File: src/rtl/nla_pkg.sv
// Shared definitions for the NLA input-buffer sequencer.
// Start marker, FSM state encoding and arbiter grant encoding.
package nla_pkg;

    localparam logic [31:0] START_WORD = 32'h7F90_0000;

    typedef enum logic [1:0] {
        ST_IDLE  = 2'd0,
        ST_LOAD  = 2'd1,
        ST_DRAIN = 2'd2,
        ST_DONE  = 2'd3
    } state_e;

    typedef enum logic {
        GNT_RD = 1'b0,
        GNT_WR = 1'b1
    } grant_e;

endpackage

File: src/rtl/nla_fifo_sequencer_rr_arbiter2.sv
// Two-way round-robin arbiter for the single FIFO slot.
// Remembers the last side that actually transferred.
module rr_arbiter2
    import nla_pkg::*;
(
    input  logic clk_i,
    input  logic rst_i,
    input  logic req_wr_i,
    input  logic req_rd_i,
    input  logic xfer_wr_i,
    input  logic xfer_rd_i,
    output logic gnt_wr_o,
    output logic gnt_rd_o
);

    grant_e last_q;
    grant_e last_d;

    always_comb begin
        last_d = last_q;
        if (xfer_wr_i) begin
            last_d = GNT_WR;
        end else if (xfer_rd_i) begin
            last_d = GNT_RD;
        end
    end

    assign gnt_wr_o = req_wr_i & (!req_rd_i | (last_q == GNT_RD));
    assign gnt_rd_o = req_rd_i & (!req_wr_i | (last_q == GNT_WR));

    always_ff @(posedge clk_i) begin
        if (rst_i) begin
            last_q <= GNT_RD;
        end else begin
            last_q <= last_d;
        end
    end

endmodule

File: src/rtl/nla_fifo_sequencer.sv
// Sequencer for the NLA input-buffer FIFO: frames upstream packets,
// shares the FIFO slot between writes and reads, feeds the engine.
module nla_fifo_sequencer #(
    parameter int DATA_WIDTH = 32,
    parameter int ADDR_LINES = 12,
    parameter int LEN_W      = 13,
    parameter logic [DATA_WIDTH-1:0] START_WORD =
        DATA_WIDTH'(nla_pkg::START_WORD)
) (
    input  logic                  clk_i,
    input  logic                  rst_i,
    input  logic                  src_valid_i,
    input  logic [DATA_WIDTH-1:0] src_data_i,
    output logic                  src_ready_o,
    input  logic [LEN_W-1:0]      len_i,
    output logic                  fifo_wr_en_o,
    output logic [DATA_WIDTH-1:0] fifo_data_o,
    output logic                  fifo_rd_en_o,
    input  logic [DATA_WIDTH-1:0] fifo_data_i,
    input  logic                  fifo_full_i,
    input  logic                  fifo_empty_i,
    output logic                  eng_valid_o,
    output logic [DATA_WIDTH-1:0] eng_data_o,
    output logic                  eng_last_o,
    input  logic                  eng_ready_i,
    output logic                  busy_o,
    output logic                  done_o,
    output logic                  err_o
);

    import nla_pkg::*;

    localparam logic [ADDR_LINES:0] DEPTH = {1'b1, {ADDR_LINES{1'b0}}};

    state_e                  state_q, state_d;
    logic [LEN_W-1:0]        len_q, len_d;
    logic [LEN_W-1:0]        wr_cnt_q, wr_cnt_d;
    logic [LEN_W-1:0]        rd_cnt_q, rd_cnt_d;
    logic [ADDR_LINES:0]     occ_q, occ_d;
    logic                    infl_q, infl_d;
    logic                    slot_vld_q, slot_vld_d;
    logic [DATA_WIDTH-1:0]   slot_data_q, slot_data_d;
    logic                    slot_last_q, slot_last_d;
    logic                    err_q, err_d;

    logic in_load, in_rd, is_marker, slot_free;
    logic wr_cand, rd_cand, gnt_wr, gnt_rd;
    logic ready_int, accept, wr_en, rd_en, eng_hs, flag_err;

    assign in_load   = (state_q == ST_LOAD);
    assign in_rd     = in_load | (state_q == ST_DRAIN);
    assign is_marker = (src_data_i == START_WORD);
    assign slot_free = !slot_vld_q | eng_ready_i;

    assign wr_cand = in_load & (occ_q < DEPTH) & !fifo_full_i;
    assign rd_cand = in_rd & (occ_q != '0) & !fifo_empty_i
                   & (rd_cnt_q < len_q) & !infl_q & slot_free;

    rr_arbiter2 u_arb (
        .clk_i     (clk_i),
        .rst_i     (rst_i),
        .req_wr_i  (wr_cand),
        .req_rd_i  (rd_cand),
        .xfer_wr_i (wr_en),
        .xfer_rd_i (rd_en),
        .gnt_wr_o  (gnt_wr),
        .gnt_rd_o  (gnt_rd)
    );

    // Ready follows the write grant only, never the source's valid.
    assign ready_int = (state_q == ST_IDLE) | gnt_wr;
    assign accept    = src_valid_i & src_ready_o;
    assign wr_en     = in_load & accept & !is_marker;
    assign rd_en     = gnt_rd & !rst_i;
    assign eng_hs    = slot_vld_q & eng_ready_i;

    // Flag/occupancy disagreement means the FIFO and our count diverged.
    assign flag_err = ((occ_q != '0) & fifo_empty_i)
                    | ((occ_q < DEPTH) & fifo_full_i);

    always_comb begin
        state_d     = state_q;
        len_d       = len_q;
        wr_cnt_d    = wr_cnt_q;
        rd_cnt_d    = rd_cnt_q;
        occ_d       = occ_q;
        infl_d      = rd_en;
        slot_vld_d  = slot_vld_q;
        slot_data_d = slot_data_q;
        slot_last_d = slot_last_q;
        err_d       = err_q | flag_err;

        if (wr_en) begin
            wr_cnt_d = wr_cnt_q + LEN_W'(1);
            occ_d    = occ_q + (ADDR_LINES+1)'(1);
        end
        if (rd_en) begin
            rd_cnt_d = rd_cnt_q + LEN_W'(1);
            occ_d    = occ_q - (ADDR_LINES+1)'(1);
        end

        if (infl_q) begin
            slot_vld_d  = 1'b1;
            slot_data_d = fifo_data_i;
            slot_last_d = (rd_cnt_q == len_q);
        end else if (eng_hs) begin
            slot_vld_d  = 1'b0;
        end

        unique case (state_q)
            ST_IDLE: begin
                if (accept && is_marker) begin
                    if (len_i == '0) begin
                        err_d = 1'b1;
                    end else begin
                        len_d    = len_i;
                        wr_cnt_d = '0;
                        rd_cnt_d = '0;
                        state_d  = ST_LOAD;
                    end
                end
            end
            ST_LOAD: begin
                if (accept && is_marker) begin
                    err_d = 1'b1;
                end
                if (wr_en && (wr_cnt_q + LEN_W'(1) == len_q)) begin
                    state_d = ST_DRAIN;
                end
            end
            ST_DRAIN: begin
                if (eng_hs && slot_last_q) begin
                    state_d = ST_DONE;
                end
            end
            ST_DONE: state_d = ST_IDLE;
            default: state_d = ST_IDLE;
        endcase
    end

    always_ff @(posedge clk_i) begin
        if (rst_i) begin
            state_q     <= ST_IDLE;
            len_q       <= '0;
            wr_cnt_q    <= '0;
            rd_cnt_q    <= '0;
            occ_q       <= '0;
            infl_q      <= 1'b0;
            slot_vld_q  <= 1'b0;
            slot_data_q <= '0;
            slot_last_q <= 1'b0;
            err_q       <= 1'b0;
        end else begin
            state_q     <= state_d;
            len_q       <= len_d;
            wr_cnt_q    <= wr_cnt_d;
            rd_cnt_q    <= rd_cnt_d;
            occ_q       <= occ_d;
            infl_q      <= infl_d;
            slot_vld_q  <= slot_vld_d;
            slot_data_q <= slot_data_d;
            slot_last_q <= slot_last_d;
            err_q       <= err_d;
        end
    end

    assign src_ready_o  = ready_int & !rst_i;
    assign fifo_wr_en_o = wr_en;
    assign fifo_data_o  = wr_en ? src_data_i : '0;
    assign fifo_rd_en_o = rd_en;
    assign eng_valid_o  = slot_vld_q;
    assign eng_data_o   = slot_data_q;
    assign eng_last_o   = slot_vld_q & slot_last_q;
    assign busy_o       = (state_q != ST_IDLE);
    assign done_o       = (state_q == ST_DONE);
    assign err_o        = err_q;

endmodule

File: config.mk
export PLATFORM = sky130hd
export DESIGN_NAME = nla_fifo_sequencer
export DESIGN_NICKNAME = d
export VERILOG_FILES = /design/src/rtl/nla_pkg.sv /design/src/rtl/nla_fifo_sequencer_rr_arbiter2.sv /design/src/rtl/nla_fifo_sequencer.sv
export SDC_FILE = /design/constraint.sdc
export NUM_CORES = 1
export LEC_CHECK = 0
export ABC_CLOCK_PERIOD_IN_PS = 5020
export CAP_MARGIN = 20
export CORE_UTILIZATION = 48
export DETAILED_ROUTE_END_ITERATION = 16
export MAX_ROUTING_LAYER = met4
export PLACE_DENSITY = 0.88
export SYNTH_ARGS = -nofsm -noshare
export SYNTH_HDL_FRONTEND = slang
export SYNTH_SLANG_ARGS = --single-unit
File: constraint.sdc
create_clock -name clk_i -period 5.02 [get_ports clk_i]
set_input_delay 0.502 -clock clk_i [delete_from_list [all_inputs] [get_ports clk_i]]
set_output_delay 0.502 -clock clk_i [all_outputs]
set_load 0.02 [all_outputs]
==> results.py, run 1 <==
metrics = {
    "clocking": {
        "htree_levels": 3,
        "cts.root.buffer_cell": "clkbuf_8",
        "cts_hold_buf": 0,
        "clk_path_buf_depth": 2,
        "cts_tree": "built",
        "cts.sinks": 91,
        "ctsResizeCount": 0,
        "clkSlewWorstSetupHoldPaths_ns": 0.09,
        "post-cts-setup-buffers": 0,
        "clk_latency_ns": 0.36,
        "numCtsBuffers": 9,
    },
    "floorplan": {
        "die_w_um": 106,
        "die-height_um": 106,
        "coreArea_um2": 10400,
        "die_area_um2": 11200,
        "io_pins": 155,
        "initial_core_util_pct": 49.8,
        "row_count": 37,
    },
    "sta": {
        "post-route-period-util_pct": 85.5,
        "relSlewSlack_pct": 32.0,
        "finalSetupViolCount": 0,
        "hold_viol_final": 0,
        "worstMarginPinSlew_ns": 1.02,
        "fin_crit_ns": 4.29,
        "fmax_ghz": 0.233,
        "maxSlewViolCount": 0,
        "fin_tns_setup_ns": 0,
        "final.setup_skew_ns": 0.00861,
        "rsz0062_at_grt": "no",
    },
    "power_and_ir_drop": {
        "p_leak_nw": 2.73,
        "max-vdd-ir-drop_v": 0.000134,
        "total_power_mw": 1.34,
        "power_density_nw_per_um2": 191,
    },
    "critical_path": {
        "end_kind": "primary output",
        "timing.rr.end": "occ_q[12]",
        "critPathLaunchType": "flip-flop",
        "path_class": "reg2out",
        "reg2reg_from": "len_q[10]",
        "cp.required_ns": 4.52,
        "critPathMaxFanout": 37,
        "r2r_cells": 16,
        "arrival_ns": 3.79,
        "reg2reg_slack_ns": 0.94,
    },
    "logic_synthesis": {
        "synthSimpleGateAreaFrac_pct": 26.7,
        "yosys.area_share.xor_xnor_pct": 7.97,
        "synth_top_family_by_area": "simple AND/OR/NAND/NOR gates",
        "synth.top_cells.by_count": "109 x nor2_1, 91 x dfxtp_1, 57 x mux2i_1",
        "synth_top_cell_by_area": "dfxtp_1",
        "async_reset_ff_share_pct": 0,
        "synth_edf_count": 0,
        "synth_compound_area_share_pct": 7.58,
        "yosys.area_share.adder_pct": 7.65,
        "synthesis.area_um2": 5170,
        "synth_nets": 713,
        "synth_seq_cells": 91,
        "synth_cells": 599,
        "yosysMostFrequentCell": "nor2_1",
        "synth_flop_cell": "dfxtp_1",
        "avgSynthCellArea_um2": 8.63,
        "ys_types": 62,
        "synth_top_area_share_pct": 35.3,
        "seq_area_frac_synth_pct": 35.3,
        "synthMuxAreaShare_pct": 11.0,
        "ys_warn_count": 0,
        "synthTopCellsByArea": "dfxtp_1 35%, mux2i_1 11%, nor2_1 7.9%, ha_1 7.3%, xnor2_1 5.6%",
    },
    "global_routing": {
        "grt_pass1_vias": 4703,
        "grt_usage_pct": 25.1,
        "global_route.overflow_total": 0,
        "grt_pass1_wl_um": 21900,
        "antenna_found_initial": 0,
        "grt_max_degree": 51,
    },
    "layout": {
        "areaGrowthSynthToFinish_pct": 35.9,
        "drive_above_1_share_pct": 4.66,
        "nets": 860,
        "num_antenna_cells": 0,
    },
    "drt": {
        "first_pass_iters": 4,
        "vias": 4803,
        "wl_um": 13600,
        "vias_per_cell": 5.41,
        "drt_iter0_drc": 236,
        "drcViolationCount": 0,
        "ant_nets": 0,
        "wl_per_cell_um": 15.4,
    },
    "hold_path": {
        "hp-start": "slot_last_q",
        "whs_path_depth": 2,
        "hp-class": "reg2reg",
        "hold_end": "slot_last_q",
    },
    "status": {
        "status": "completed",
    },
    "placement": {
        "hpwl_um": 10500,
        "gp_congestion": 0.873,
        "portBuffers": 154,
    },
    "flow_run": {
        "maxCapViolations": 0,
    },
}
==> logic make-up (layout without fill, tap and decap cells) <==
kind of cell,Yosys count,after routing
multiplexers,57,57
flip-flops,91,91
AO/OA/AOI/OAI,56,56
AND/OR/NAND/NOR,268,268
buffers and inverters,49,201
adder cells (fa/ha/maj),31,31
XOR/XNOR,47,47
==> sequential cells by signal, summed over array words and instances, names as in the netlist <==
signal	cells
infl_q	1
occ_q	13
u_arb.last_q	1
rd_cnt_q	13
state_q	2
eng_valid_o	1
err_o	1
len_q	13
wr_cnt_q	13
slot_last_q	1
eng_data_o	32
==> worst max-delay path, cell delays in order, from the launching register on <==
cell             delay, ns
dfxtp_1               0.43
inv_1                 0.07
ha_1                  0.30
and3_1                0.17
o21ai_1               0.08
a311oi_2              0.50
nor4_2                0.19
nor3_4                0.80
and2_1                0.25
clkdlybuf4s50_1       0.62
==> layout by cell type, fill, tap and decap left out, types with 2 or more instances in the layout <==
cell             Yosys  final
nand2b_1             4      4
o21a_1               2      2
nand3_1             17     17
o211ai_1             2      2
a211oi_1             2      2
nor2_1             109    109
inv_1               27     27
nor4_1              13     13
clkinvlp_4           0      2
ha_1                30     30
xnor2_1             33     33
mux2i_1             57     57
xor2_1              14     14
a31oi_1              4      4
clkdlybuf4s50_1      0    153
a41o_1               2      2
nand4_1             13     13
o41a_1               2      2
and2_1              37     37
nor3_4               1      2
dfxtp_1             91     90
o41ai_1              2      2
clkbuf_8             0     11
o211a_1              2      2
and3_1               7      7
or3_1                3      3
o21ai_0              7      7
a211o_1              3      3
nor2b_1              6      6
a21oi_1             17     17
buf_4                1      4
nor3b_1              2      2
nor3_1              11     11
nand2_1             29     29
==> power by group <==
part	total, mW	switching [mW]	internal, mW
Sequential	0.722	0.000422	0.722
Combinational	0.0945	0.0325	0.0620
Clock	0.525	0.266	0.258
Total	1.34	0.299	1.04
==> through the flow <==
step                      cell area, um^2  hold slack, ns  worst slack (ns)  cells  utilization [%]
after floorplan                      5170           0.441             0.964    599                -
after global placement               6810           0.460             0.989    871             65.7
after detailed placement             6810           0.473             0.887    871             65.7
after CTS                            7020           0.487             0.752    887             67.7
after global routing                 7020           0.492             0.435    887             67.7
final                                7020           0.484             0.729    887             67.7
==> final cells by class <==
class	count	area, um^2
clock buffers	11	151
flip-flops and latches	91	1820
well taps	136	170
clock inverters	5	58.8
fillers	809	3350
inverters	27	101
multi-input cells	459	3150
repair buffers	158	1570
==> per-layer routing <==
| metal | vias up | routed length (um) | global-route usage [%] |
|---|---|---|---|
| li1 | 2367 | - | - |
| met1 | 2240 | 5820 | 28.8 |
| met2 | 174 | 6640 | 43.0 |
| met3 | 22 | 898 | 5.69 |
| met4 | 0 | 282 | 8.83 |
| met5 | - | 0 | - |
==> worst max-delay path by stage <==
stage	startpoint	to	slack (ns)
2_1_floorplan	len_q[10]	occ_q[12]	0.96
3_3_place_gp	eng_ready_i	occ_q[12]	0.99
3_5_place_dp	eng_ready_i	occ_q[12]	0.89
4_1_cts	len_q[3]	fifo_data_o[29]	0.75
5_1_grt	len_q[3]	fifo_data_o[29]	0.43
6_report	len_q[3]	fifo_data_o[29]	0.73
Note: power is estimated with default switching activity, not from simulation.
==> run 2: changes to the inputs <==
--- a/config.mk
+++ b/config.mk
@@ -11,6 +11,7 @@
 export DETAILED_ROUTE_END_ITERATION = 16
 export MAX_ROUTING_LAYER = met4
 export PLACE_DENSITY = 0.88
+export REMOVE_ABC_BUFFERS = 1
 export SYNTH_ARGS = -nofsm -noshare
 export SYNTH_HDL_FRONTEND = slang
 export SYNTH_SLANG_ARGS = --single-unit
==> run 2 against run 1 <==
Non-clock buffer count decreased by 1. Critical path type unchanged. Sequential power about the same. Critical endpoint is now fifo_data_o[30]. Flip-flop and latch count did not move. Cell count is 0.11% lower.
==> results.py, run 2 (synthesis gave the netlist of run 1 again) <==
metrics = {
    "sta": {
        "final.setup_skew_ns": 0.0178,
        "fin_crit_ns": 4.50,
        "relSlewSlack_pct": 32.0,
        "finalSetupViolCount": 0,
        "maxSlewViolCount": 0,
        "worstMarginPinSlew_ns": 1.02,
        "rsz0062_at_grt": "no",
        "post-route-period-util_pct": 89.6,
        "hold_viol_final": 0,
        "fin_tns_setup_ns": 0,
        "fmax_ghz": 0.222,
    },
    "power_and_ir_drop": {
        "combinationalPowerShare_pct": 7.1,
        "switching_share_pct": 26.0,
        "p_seq_share_pct": 54.3,
        "max-vdd-ir-drop_v": 0.000156,
        "power_density_nw_per_um2": 190,
        "clock_power_share_pct": 38.6,
        "p_leak_nw": 2.73,
        "total_power_mw": 1.33,
        "p_switching_uw": 346,
        "intPower_uw": 984,
    },
    "clocking": {
        "cts_tree": "built",
        "ctsResizeCount": 0,
        "clk_path_buf_depth": 2,
        "post-cts-setup-buffers": 0,
        "numCtsBuffers": 9,
        "clkSlewWorstSetupHoldPaths_ns": 0.11,
        "clk_latency_ns": 0.38,
        "htree_levels": 3,
        "cts.root.buffer_cell": "clkbuf_8",
        "cts.sinks": 91,
        "cts_hold_buf": 0,
    },
    "floorplan": {
        "io_pins": 155,
        "die-height_um": 106,
        "coreArea_um2": 10400,
        "die_area_um2": 11200,
        "die_w_um": 106,
        "initial_core_util_pct": 49.8,
        "row_count": 37,
    },
    "drt": {
        "wl_per_cell_um": 16.2,
        "vias": 4830,
        "wl_um": 14300,
        "drcViolationCount": 0,
        "drt_iter0_drc": 241,
        "vias_per_cell": 5.45,
        "first_pass_iters": 5,
        "ant_nets": 0,
    },
    "layout": {
        "largest_register_ffs": 32,
        "final_common_cell": "clkdlybuf4s50_1",
        "fillers": 810,
        "areaGrowthSynthToFinish_pct": 35.6,
        "num_antenna_cells": 0,
        "mostFrequentLayoutCells": "153 x clkdlybuf4s50_1, 109 x nor2_1, 90 x dfxtp_1",
        "nets": 859,
        "drive_above_1_share_pct": 4.53,
    },
    "hold_path": {
        "hp-class": "in2reg",
    },
    "global_routing": {
        "grt_pass1_wl_um": 22600,
        "global_route.overflow_total": 0,
        "antenna_found_initial": 0,
        "grt_usage_pct": 26.1,
        "grt_pass1_vias": 4728,
        "grt_max_degree": 56,
    },
    "placement": {
        "portBuffers": 154,
        "gp_congestion": 0.945,
        "hpwl_um": 10900,
    },
    "critical_path": {
        "end_kind": "primary output",
        "cp_slowest_cell": "clkdlybuf4s50_1",
        "cp.required_ns": 4.52,
        "critPathLaunchType": "flip-flop",
        "arrival_ns": 4.00,
        "critPathMaxStageDelay_ns": 0.62,
        "path_class": "reg2out",
        "critPathMaxFanout": 34,
        "crit_buf_inv": 3,
        "cp_cell_sequence": "inv_1 -> ha_1 -> and3_1 -> o21ai_1 -> a311oi_2 -> nor4_2 -> nor3_4 -> buf_4 -> and2_1 -> clkdlybuf4s50_1",
        "cp_top_family": "buffers and inverters",
    },
    "flow_run": {
        "maxCapViolations": 0,
    },
    "status": {
        "status": "completed",
    },
}
run 2: changes by cell type in the layout (fill, tap and decap cells not counted), moves of 2 or more:
cell / before / now
clkbuf_8: 11 / 9
inv_8: 0 / 4
clkinvlp_4: 2 / 0
clkinv_4: 0 / 2
run 2: routing by layer:
layer | routed length, um | vias to the layer above | global-route usage (%)
met5 | 0 | - | -
met4 | 388 | 0 | 9.72
met3 | 670 | 34 | 5.38
met2 | 7180 | 144 | 44.3
met1 | 6070 | 2292 | 30.4
li1 | - | 2360 | -
run 2: worst reg2reg max path: stages (launching register included):
cell      delay (ns)
dfxtp_1         0.39
inv_1           0.07
ha_1            0.32
a211o_1         0.26
o211ai_1        0.12
nand4_2         0.21
nor4b_4         0.62
ha_1            0.38
nor2b_1         0.16
o31ai_1         0.35
a21oi_1         0.16
a41o_1          0.28
o41ai_1         0.36
mux2i_1         0.27
xnor2_1         0.14
nor2_1          0.05
run 2: worst paths after layout:
| check | startpoint | to | slack [ns] | cells after the start |
|---|---|---|---|---|
| worst min-delay path | rst_i | occ_q[3] | 0.47 | 2 |
| worst min register to register | occ_q[2] | occ_q[2] | 0.49 | 2 |
| worst max-delay path | len_q[3] | fifo_data_o[30] | 0.52 | 10 |
| worst max register to register | len_q[10] | occ_q[12] | 0.77 | 15 |
run 2: layout make-up:
| class | instances | area (um^2) | share of cell area [%] |
|---|---|---|---|
| repair buffers | 157 | 1560 | 22.2 |
| flip-flops and latches | 91 | 1820 | 26.0 |
| clock inverters | 7 | 78.8 | 1.12 |
| well taps | 136 | 170 | 2.43 |
| clock buffers | 9 | 124 | 1.77 |
| multi-input cells | 459 | 3150 | 45.0 |
| inverters | 27 | 101 | 1.45 |
run 2: per-stage QoR:
stage               setup slack [ns]  hold WS, ns  utilization (%)  instances  cell area, um^2
finish                         0.520        0.473             67.6        886             7010
floorplan                      0.786        0.435                -        577             5070
CTS                            0.543        0.463             67.6        886             7010
global route                   0.349        0.476             67.6        886             7010
global placement               0.840        0.455             65.6        870             6810
detailed placement             0.629        0.467             65.6        870             6810
run 2: power groups by stage:
stage | sequential, mW | combinational [mW] | clock [mW]
floorplan | 0.740 | 0.00972 | 0
global placement | 0.739 | 0.0917 | 0
detailed placement | 0.739 | 0.0940 | 0
CTS | 0.723 | 0.0945 | 0.519
global route | 0.723 | 0.0998 | 0.549
finish | 0.723 | 0.0944 | 0.513
==> run 3: changes to the inputs <==
--- a/config.mk
+++ b/config.mk
@@ -7,6 +7,7 @@
 export LEC_CHECK = 0
 export ABC_CLOCK_PERIOD_IN_PS = 5020
 export CAP_MARGIN = 20
+export CORE_MARGIN = 5
 export CORE_UTILIZATION = 48
 export DETAILED_ROUTE_END_ITERATION = 16
 export MAX_ROUTING_LAYER = met4
==> run 3 against run 2 <==
Utilization fell by 0.11 points. Clock skew fell by 0.0018 ns. Cell count rose by 0.11%. Design area rose by 0.29%. Largest power group unchanged.
==> results.py, run 3 (synthesis gave the netlist of run 1 again) <==
metrics = {
    "layout": {
        "drive_above_1_share_pct": 4.66,
        "mostFrequentLayoutCells": "153 x clkdlybuf4s50_1, 109 x nor2_1, 90 x dfxtp_1",
        "final_common_cell": "clkdlybuf4s50_1",
        "fillers": 818,
        "nets": 860,
        "finalInstanceArea_um2": 7030,
        "areaGrowthSynthToFinish_pct": 36.0,
        "largest_register_ffs": 32,
        "num_antenna_cells": 0,
    },
    "clocking": {
        "clk_path_buf_depth": 2,
        "cts.root.buffer_cell": "clkbuf_8",
        "ctsResizeCount": 0,
        "post-cts-setup-buffers": 0,
        "htree_levels": 3,
        "numCtsBuffers": 9,
        "clk_latency_ns": 0.39,
        "cts_hold_buf": 0,
        "cts_tree": "built",
        "cts.sinks": 91,
        "clkSlewWorstSetupHoldPaths_ns": 0.10,
    },
    "status": {
        "status": "completed",
    },
    "critical_path": {
        "cp.required_ns": 4.52,
        "critPathLaunchType": "flip-flop",
        "r2r_cells": 16,
        "reg2reg_from": "len_q[10]",
        "timing.rr.end": "occ_q[11]",
        "reg2reg_slack_ns": 0.91,
        "path_class": "reg2out",
        "critPathMaxFanout": 35,
        "arrival_ns": 3.90,
        "end_kind": "primary output",
    },
    "power_and_ir_drop": {
        "total_power_mw": 1.36,
        "p_switching_uw": 336,
        "switching_share_pct": 24.7,
        "power_density_nw_per_um2": 194,
        "combinationalPowerShare_pct": 7.1,
        "p_leak_nw": 2.74,
        "max-vdd-ir-drop_v": 0.000202,
        "clock_power_share_pct": 39.9,
        "intPower_mw": 1.03,
        "p_seq_share_pct": 53.0,
    },
    "global_routing": {
        "antenna_found_initial": 0,
        "grt_pass1_wl_um": 24500,
        "grt_pass1_vias": 4771,
        "grt_max_degree": 63,
        "grt_usage_pct": 24.2,
        "global_route.overflow_total": 0,
    },
    "placement": {
        "dp_slack_ns": 0.883,
        "hpwl_um": 11800,
        "placed_area_um2": 6810,
        "gp_congestion": 0.915,
        "portBuffers": 154,
    },
    "drt": {
        "wl_per_cell_um": 17.1,
        "vias_per_cell": 5.44,
        "vias": 4822,
        "ant_nets": 0,
        "first_pass_iters": 5,
        "wl_um": 15200,
        "drt_iter0_drc": 268,
        "drcViolationCount": 0,
    },
    "sta": {
        "finalSetupViolCount": 0,
        "rsz0062_at_grt": "no",
        "fin_crit_ns": 4.41,
        "fin_tns_setup_ns": 0,
        "hold_viol_final": 0,
        "layout_setup_ws_ns": 0.614,
        "relSlewSlack_pct": 30.9,
        "final.setup_skew_ns": 0.0160,
        "post-route-period-util_pct": 87.8,
        "maxSlewViolCount": 0,
        "fmax_ghz": 0.227,
        "worstMarginPinSlew_ns": 1.04,
    },
    "hold_path": {
        "hp-class": "in2reg",
        "hold_end": "u_arb.last_q",
        "whs_path_depth": 2,
        "hp-start": "rst_i",
    },
    "floorplan": {
        "die_w_um": 114,
        "row_count": 37,
        "io_pins": 155,
        "die_area_um2": 12900,
        "die-height_um": 114,
        "coreArea_um2": 10400,
        "initial_core_util_pct": 49.6,
    },
    "flow_run": {
        "maxCapViolations": 0,
    },
}
run 3: worst max path at each step:
stage / from / endpoint / cells past startpoint / slack [ns]
after detailed placement: eng_ready_i / occ_q[11] / 15 / 0.88
after floorplan: infl_q / occ_q[12] / 12 / 0.79
after global placement: eng_ready_i / occ_q[11] / 15 / 0.97
final: len_q[4] / fifo_data_o[9] / 10 / 0.61
after global routing: len_q[3] / fifo_data_o[9] / 10 / 0.42
after CTS: len_q[4] / fifo_data_o[9] / 10 / 0.64
run 3: layout make-up:
class	count	area, um^2	share of cell area (%)
Clock buffer	9	124	1.76
Clock inverter	7	91.3	1.30
Inverter	27	101	1.44
Multi-Input combinational cell	459	3150	44.9
Sequential cell	91	1820	25.9
Tap cell	136	170	2.42
Timing Repair Buffer	158	1570	22.3
run 3: metrics by stage:
step / utilization, % / hold slack (ns) / instances
detailed placement: 65.4 / 0.457 / 871
global placement: 65.4 / 0.451 / 871
CTS: 67.5 / 0.365 / 887
floorplan: - / 0.435 / 577
global route: 67.5 / 0.393 / 887
finish: 67.5 / 0.377 / 887
run 3: critical path: stages, from the launching register on:
cell             delay (ns)
dfxtp_1                0.42
inv_1                  0.08
ha_1                   0.34
and3_1                 0.18
o21ai_1                0.08
a311oi_2               0.50
nor4_2                 0.18
nor3_4                 0.53
buf_4                  0.39
and2_1                 0.20
clkdlybuf4s50_1        0.62
run 3: power by group through the flow:
| stage | Sequential (mW) | Combinational [mW] | Clock (mW) |
|---|---|---|---|
| 2_1_floorplan | 0.740 | 0.00972 | 0 |
| 3_3_place_gp | 0.739 | 0.0938 | 0 |
| 3_5_place_dp | 0.739 | 0.0950 | 0 |
| 4_1_cts | 0.722 | 0.0960 | 0.549 |
| 5_1_grt | 0.723 | 0.102 | 0.581 |
| 6_report | 0.722 | 0.0965 | 0.545 |
run 3: metal layers:
layer | part of all wire [%] | global-route usage (%) | vias up | wire [um]
met1 | 43 | 29.6 | 2312 | 6490
met3 | 4.3 | 4.19 | 25 | 646
met2 | 51 | 40.9 | 124 | 7730
met4 | 1.9 | 7.05 | 0 | 292
met5 | 0 | - | - | 0
li1 | - | - | 2361 | -
